**src/rtl/medac_pkg.sv**
```systemverilog
// medac_pkg: FSM state codes and width helpers shared by
// the MEDAC adaptive-delay controller.
package medac_pkg;

    localparam logic [1:0] ST_IDLE    = 2'd0;
    localparam logic [1:0] ST_OBSERVE = 2'd1;
    localparam logic [1:0] ST_DECIDE  = 2'd2;
    localparam logic [1:0] ST_SETTLE  = 2'd3;

    // Readout index is one bit wider than needed so "no channel" is encodable.
    function automatic int idx_w(input int n);
        return $clog2(n) + 1;
    endfunction

    function automatic int max_w(input int a, input int b);
        return (a > b) ? a : b;
    endfunction

endpackage

```
**src/rtl/medac_err_cnt.sv**
```systemverilog
// medac_err_cnt: saturating up-counter with synchronous
// clear and increment enable.
module medac_err_cnt #(
    parameter int W = 16
) (
    input  logic         clk,
    input  logic         rst_n,
    input  logic         i_clr,
    input  logic         i_inc,
    output logic [W-1:0] o_cnt
);

    logic [W-1:0] r_cnt;

    always_ff @(posedge clk or negedge rst_n) begin
        if (!rst_n) begin
            r_cnt <= '0;
        end else if (i_clr) begin
            r_cnt <= '0;
        end else if (i_inc && (r_cnt != {W{1'b1}})) begin
            r_cnt <= r_cnt + W'(1);
        end
    end

    assign o_cnt = r_cnt;

endmodule

```
**src/rtl/medac_adapt.sv**
```systemverilog
// medac_adapt: windowed multi-phase error counting that steps
// the variable-delay clock code up, down or holds it.
module medac_adapt
    import medac_pkg::*;
#(
    parameter int N_CH       = 3,
    parameter int CNT_W      = 16,
    parameter int WIN_W      = 12,
    parameter int SEL_W      = 4,
    parameter int SEL_MAX    = 2**SEL_W-1,
    parameter int SETTLE_CYC = 8
) (
    input  logic                   clk,
    input  logic                   rst_n,
    input  logic                   en,
    input  logic                   mode,
    input  logic [WIN_W-1:0]       win_len,
    input  logic [CNT_W-1:0]       thresh,
    input  logic [SEL_W-1:0]       sel_init,
    input  logic [N_CH-1:0]        err,
    input  logic [idx_w(N_CH)-1:0] rd_idx,
    output logic [SEL_W-1:0]       sel,
    output logic                   win_done,
    output logic [CNT_W-1:0]       rd_cnt,
    output logic [CNT_W-1:0]       win_num
);

    localparam int IDX_W = idx_w(N_CH);
    localparam int TMR_W = max_w(WIN_W, $clog2(SETTLE_CYC) + 1);
    localparam logic [SEL_W-1:0] SEL_TOP = SEL_W'(SEL_MAX);
    localparam logic [TMR_W-1:0] SET_END = TMR_W'(SETTLE_CYC - 1);

    logic [1:0]       r_state;
    logic [WIN_W-1:0] r_len;
    logic [TMR_W-1:0] r_tmr;
    logic [SEL_W-1:0] r_sel;
    logic             r_win_done;
    logic [CNT_W-1:0] r_snap [N_CH];
    logic [CNT_W-1:0] r_rd_cnt;

    logic [CNT_W-1:0] w_cnt [N_CH];
    logic [CNT_W-1:0] w_rd;
    logic [WIN_W-1:0] w_len;
    logic [SEL_W-1:0] w_sel_nxt;
    logic             w_obs;
    logic             w_dec;
    logic             w_clr;
    logic             w_win_end;
    logic             w_guard_ok;

    assign w_len     = (win_len == '0) ? WIN_W'(1) : win_len;
    assign w_obs     = en && (r_state == ST_OBSERVE);
    assign w_dec     = en && (r_state == ST_DECIDE);
    assign w_clr     = (r_state != ST_OBSERVE);
    assign w_win_end = (r_tmr == (TMR_W'(r_len) - TMR_W'(1)));

    for (genvar g = 0; g < N_CH; g++) begin : g_ch
        medac_err_cnt #(.W(CNT_W)) u_cnt (
            .clk   (clk),
            .rst_n (rst_n),
            .i_clr (w_clr),
            .i_inc (w_obs && err[g]),
            .o_cnt (w_cnt[g])
        );
    end

    medac_err_cnt #(.W(CNT_W)) u_win (
        .clk   (clk),
        .rst_n (rst_n),
        .i_clr (1'b0),
        .i_inc (w_dec),
        .o_cnt (win_num)
    );

    // Origin failing pushes the code up; only a clean guard band pulls it down.
    always_comb begin
        w_guard_ok = 1'b1;
        for (int i = 1; i < N_CH; i++) begin
            if (w_cnt[i] > thresh) w_guard_ok = 1'b0;
        end
        w_sel_nxt = r_sel;
        if (!mode) begin
            w_sel_nxt = sel_init;
        end else if (w_cnt[0] > thresh) begin
            if (r_sel < SEL_TOP) w_sel_nxt = r_sel + SEL_W'(1);
        end else if (w_guard_ok) begin
            if (r_sel != '0) w_sel_nxt = r_sel - SEL_W'(1);
        end
    end

    always_comb begin
        w_rd = '0;
        for (int i = 0; i < N_CH; i++) begin
            if (rd_idx == IDX_W'(i)) w_rd = r_snap[i];
        end
    end

    always_ff @(posedge clk or negedge rst_n) begin
        if (!rst_n) begin
            r_state    <= ST_IDLE;
            r_len      <= WIN_W'(1);
            r_tmr      <= '0;
            r_sel      <= '0;
            r_win_done <= 1'b0;
        end else begin
            r_win_done <= w_dec;
            if (!en) begin
                r_state <= ST_IDLE;
                r_tmr   <= '0;
            end else begin
                unique case (r_state)
                    ST_IDLE: begin
                        r_sel   <= sel_init;
                        r_len   <= w_len;
                        r_tmr   <= '0;
                        r_state <= ST_OBSERVE;
                    end
                    ST_OBSERVE: begin
                        if (w_win_end) begin
                            r_tmr   <= '0;
                            r_state <= ST_DECIDE;
                        end else begin
                            r_tmr <= r_tmr + TMR_W'(1);
                        end
                    end
                    ST_DECIDE: begin
                        r_sel   <= w_sel_nxt;
                        r_tmr   <= '0;
                        r_state <= ST_SETTLE;
                    end
                    ST_SETTLE: begin
                        if (r_tmr == SET_END) begin
                            r_len   <= w_len;
                            r_tmr   <= '0;
                            r_state <= ST_OBSERVE;
                        end else begin
                            r_tmr <= r_tmr + TMR_W'(1);
                        end
                    end
                    default: r_state <= ST_IDLE;
                endcase
            end
        end
    end

    always_ff @(posedge clk or negedge rst_n) begin
        if (!rst_n) begin
            for (int i = 0; i < N_CH; i++) r_snap[i] <= '0;
            r_rd_cnt <= '0;
        end else begin
            if (w_dec) begin
                for (int i = 0; i < N_CH; i++) r_snap[i] <= w_cnt[i];
            end
            r_rd_cnt <= w_rd;
        end
    end

    assign sel      = r_sel;
    assign win_done = r_win_done;
    assign rd_cnt   = r_rd_cnt;

endmodule

```
**config.mk**
```make
export PLATFORM = sky130hd
export DESIGN_NAME = medac_adapt
export DESIGN_NICKNAME = d
export VERILOG_FILES = /design/src/rtl/medac_pkg.sv /design/src/rtl/medac_err_cnt.sv /design/src/rtl/medac_adapt.sv
export SDC_FILE = /design/constraint.sdc
export NUM_CORES = 1
export LEC_CHECK = 0
export ABC_AREA = 0
export BUFFER_PORTS_ARGS = -buffer_cell sky130_fd_sc_hd__buf_2
export CAP_MARGIN = 10
export CORE_UTILIZATION = 55
export CTS_BUF_LIST = sky130_fd_sc_hd__clkbuf_8
export DETAILED_ROUTE_END_ITERATION = 8
export MAX_ROUTING_LAYER = met4
export PLACE_DENSITY = 0.85
export SLEW_MARGIN = 10
export SYNTH_ARGS = -nofsm -noshare
export SYNTH_HDL_FRONTEND = slang
export SYNTH_SLANG_ARGS = --single-unit
export TNS_END_PERCENT = 20
```
**constraint.sdc**
```tcl
create_clock -name clk -period 2.8 [get_ports clk]
set_input_delay 0.42 -clock clk [delete_from_list [all_inputs] [get_ports clk]]
set_output_delay 0.42 -clock clk [all_outputs]
set_load 0.03 [all_outputs]
```
==> impl_metrics.yaml <==
cts:
  numCtsBuffers: 17
  cts_root_buf: "clkbuf_8"
  clock_latency_ns: 0.47
  clk_path_buf_depth: 2
  cts_htree_levels: 4
  cts.sinks: 159
  worst_setup_hold_path_clk_slew_ns: 0.09
  cts_tree: "built"
layout:
  area.growth.synth_to_final_pct: 16.5
  mostFrequentLayoutCell: "dfrtp_1"
  design_area_um2: 10100
  layout_common_cells: "157 x dfrtp_1, 77 x buf_2, 59 x xnor2_1, 59 x nand2_1, 59 x ha_1"
  fill_cells: 1153
  fin_cells: 1181
  drive_above_1_share_pct: 24.8
  final_net_count: 1060
  diodes: 0
sta:
  finalSetupViolCount: 0
  rsz0062_at_grt: "yes"
  period_needed_ns: 2.71
  fin_crit_sh_pct: 96.8
  max_freq_mhz: 369
  skew_ns: 0.0116
  drv_slew: 0
  final_hold_viol_count: 0
  tightest_slew_ns: 0.748
  fin_setup_tns_ns: 0
  slew_headroom_pct: 50.2
  fin_hold_ws_ns: 0.170
yosys:
  synth_seq_cells: 159
  yosys-top-cells-area: "dfrtp_1 45%, ha_1 8.6%, mux2_2 6.9%, xnor2_1 5.9%, and2_1 3.3%"
  synthDistinctLibCells: 60
  synth_edf_count: 0
  syn-instance-count: 832
  synth_top_area_share_pct: 45.4
  ys.flop_type: "dfrtp_1"
  seq_area_frac_synth_pct: 45.7
  syn_area_um2: 8700
  async_reset_ff_share_pct: 100
  ys_warn_count: 0
  yosys.area.top_type: "dfrtp_1"
  syn_avg_cell_area_um2: 10.5
  synth_nets: 935
flow_run:
  cap_violations: 0
setup_path:
  worstPathMaxFanout: 3
  worstRegToRegCells: 12
  crit_type: "register to register"
  cp_data_arrival_time_ns: 3.07
  required_ns: 3.16
  cp-startpoint: "g_ch[0].u_cnt.o_cnt[14]$_DFFE_PN0P_"
  start_kind: "register"
  cp-end-kind: "register"
  r2r-start: "g_ch[0].u_cnt.o_cnt[14]$_DFFE_PN0P_"
floorplan:
  dieArea_um2: 16300
  fp.dieW_um: 128
  initial_core_util_pct: 56.8
  core_um2: 15300
  std_cell_rows: 45
  ioPinCount: 79
  dieHeight_um: 128
placement:
  post_dp_cell_area_um2: 9670
  io_buffer_count: 78
  hpwl_mm: 14.0
  dp.cells: 1147
  gp_congestion: 0.908
routing:
  wire_per_inst_um: 16.7
  dr_total_vias: 6642
  via_per_inst: 5.62
  ant_nets: 0
  drt-total-wl_mm: 19.7
  route.detailed.drc: 0
  drtIter0Drc: 445
  dr.pass1.iters: 5
min_path:
  hold_path_class: "input port to register"
  hp-start: "win_len[1]"
  holdPathStages: 3
power_and_ir_drop:
  p_leak_nw: 5.00
  p_per_area_nw_per_um2: 567
  power_w: 0.00575
  ir_worst_vdd_v: 0.000543
outcome:
  status: "completed"
global_route:
  grt_util_all_layers_pct: 26.2
  gr-total-overflow: 0
  antenna_found_initial: 0
  grt_pass1_vias: 6605
  grt_max_degree: 78
  grt_pass1_wl_mm: 32.3
cells in the mapped netlist, types with 4 or more instances:
master and n:
nor2_1 54, and3_1 6, dfrtp_1 158, o211ai_1 4, clkbuf_1 23, xnor2_1 59, nor3_1 6, a21boi_0 4
nand3_1 37, mux2_2 53, and2_1 46, nand4_1 23, and4_1 10, nor4_1 5, o21ai_0 24, a21o_1 6
nand2_1 61, inv_1 38, nor2b_1 6, ha_1 60, xor2_1 21, a21oi_1 42, nor2_2 10, or3_1 4
or4_1 4, mux2i_1 19
power by group:
part	internal, W	switching [W]	total (W)
clock network	0.000829	0.000903	0.00173
registers	0.00249	0.000244	0.00273
logic	0.000538	0.000746	0.00128
total	0.00385	0.00189	0.00575
per-stage QoR:
step	setup WS (ns)	utilization, %
2_1_floorplan	0.0486	-
3_3_place_gp	-0.0439	63.1
3_5_place_dp	-0.135	63.1
4_1_cts	0.00800	65.8
5_1_grt	-0.0858	66.2
6_report	0.0891	66.2
worst paths after layout:
kind,slack (ns),endpoint
hold / removal,0.17,r_len[1]$_DFFE_PN0P_
min in group asynchronous,0.53,g_ch[0].u_cnt.o_cnt[9]$_DFFE_PN0P_
setup / recovery,0.09,sel[3]$_DFFE_PN0P_
max in group asynchronous,1.57,g_ch[1].u_cnt.o_cnt[15]$_DFFE_PN0P_
hold reg to reg,0.49,u_win.o_cnt[12]$_DFFE_PN0P_
setup reg to reg,0.09,sel[3]$_DFFE_PN0P_
routing by layer:
layer  global-route usage (%)  share of wire [%]
met5                        -                  0
met4                     9.20                2.3
met3                     5.59                5.4
met2                     41.4                 48
met1                     33.6                 45
critical path, stage by stage, from the launching register on:
cell	delay [ns]
dfrtp_1	0.44
ha_4	0.24
a21oi_1	0.17
nand2_1	0.07
a21o_1	0.17
a2111o_1	0.43
nand2_2	0.10
ha_1	0.22
a21o_1	0.19
a21oi_2	0.14
xor2_1	0.21
a21boi_1	0.09
a2bb2oi_1	0.13
cells by family after synthesis:
group           Yosys count  share of synthesized area [%]
flops                   159                           45.7
buf+inv                  63                           2.80
xor+xnor                 80                           8.05
simple gates            287                           17.6
fa+ha+maj                61                           8.86
compound gates          109                           7.78
mux                      73                           9.17
flip-flops by register name (all words and copies together) (netlist names):
| register | count |
|---|---|
| g_ch.u_cnt.o_cnt | 48 |
| r_snap | 48 |
| rd_cnt | 16 |
| u_win.o_cnt | 16 |
| r_len | 12 |
| r_tmr | 12 |
| sel | 4 |
| r_state | 2 |
| win_done | 1 |
cell type report:
class / count / area [um^2] / area share [%]
flip-flops and latches: 159 / 3980 / 39.3
multi-input cells: 610 / 4520 / 44.6
well taps: 211 / 264 / 2.60
clock buffers: 18 / 248 / 2.44
repair buffers: 131 / 822 / 8.11
clock inverters: 14 / 156 / 1.54
inverters: 38 / 143 / 1.41
repair_timing:
action	in CTS	in global routing
endpoints found under the hold margin	8	0
hold buffers	1	0
gates resized for setup	0	9
buffers inserted	0	1
setup endpoints to repair	0	16
Note: power is estimated with default switching activity, not from simulation.
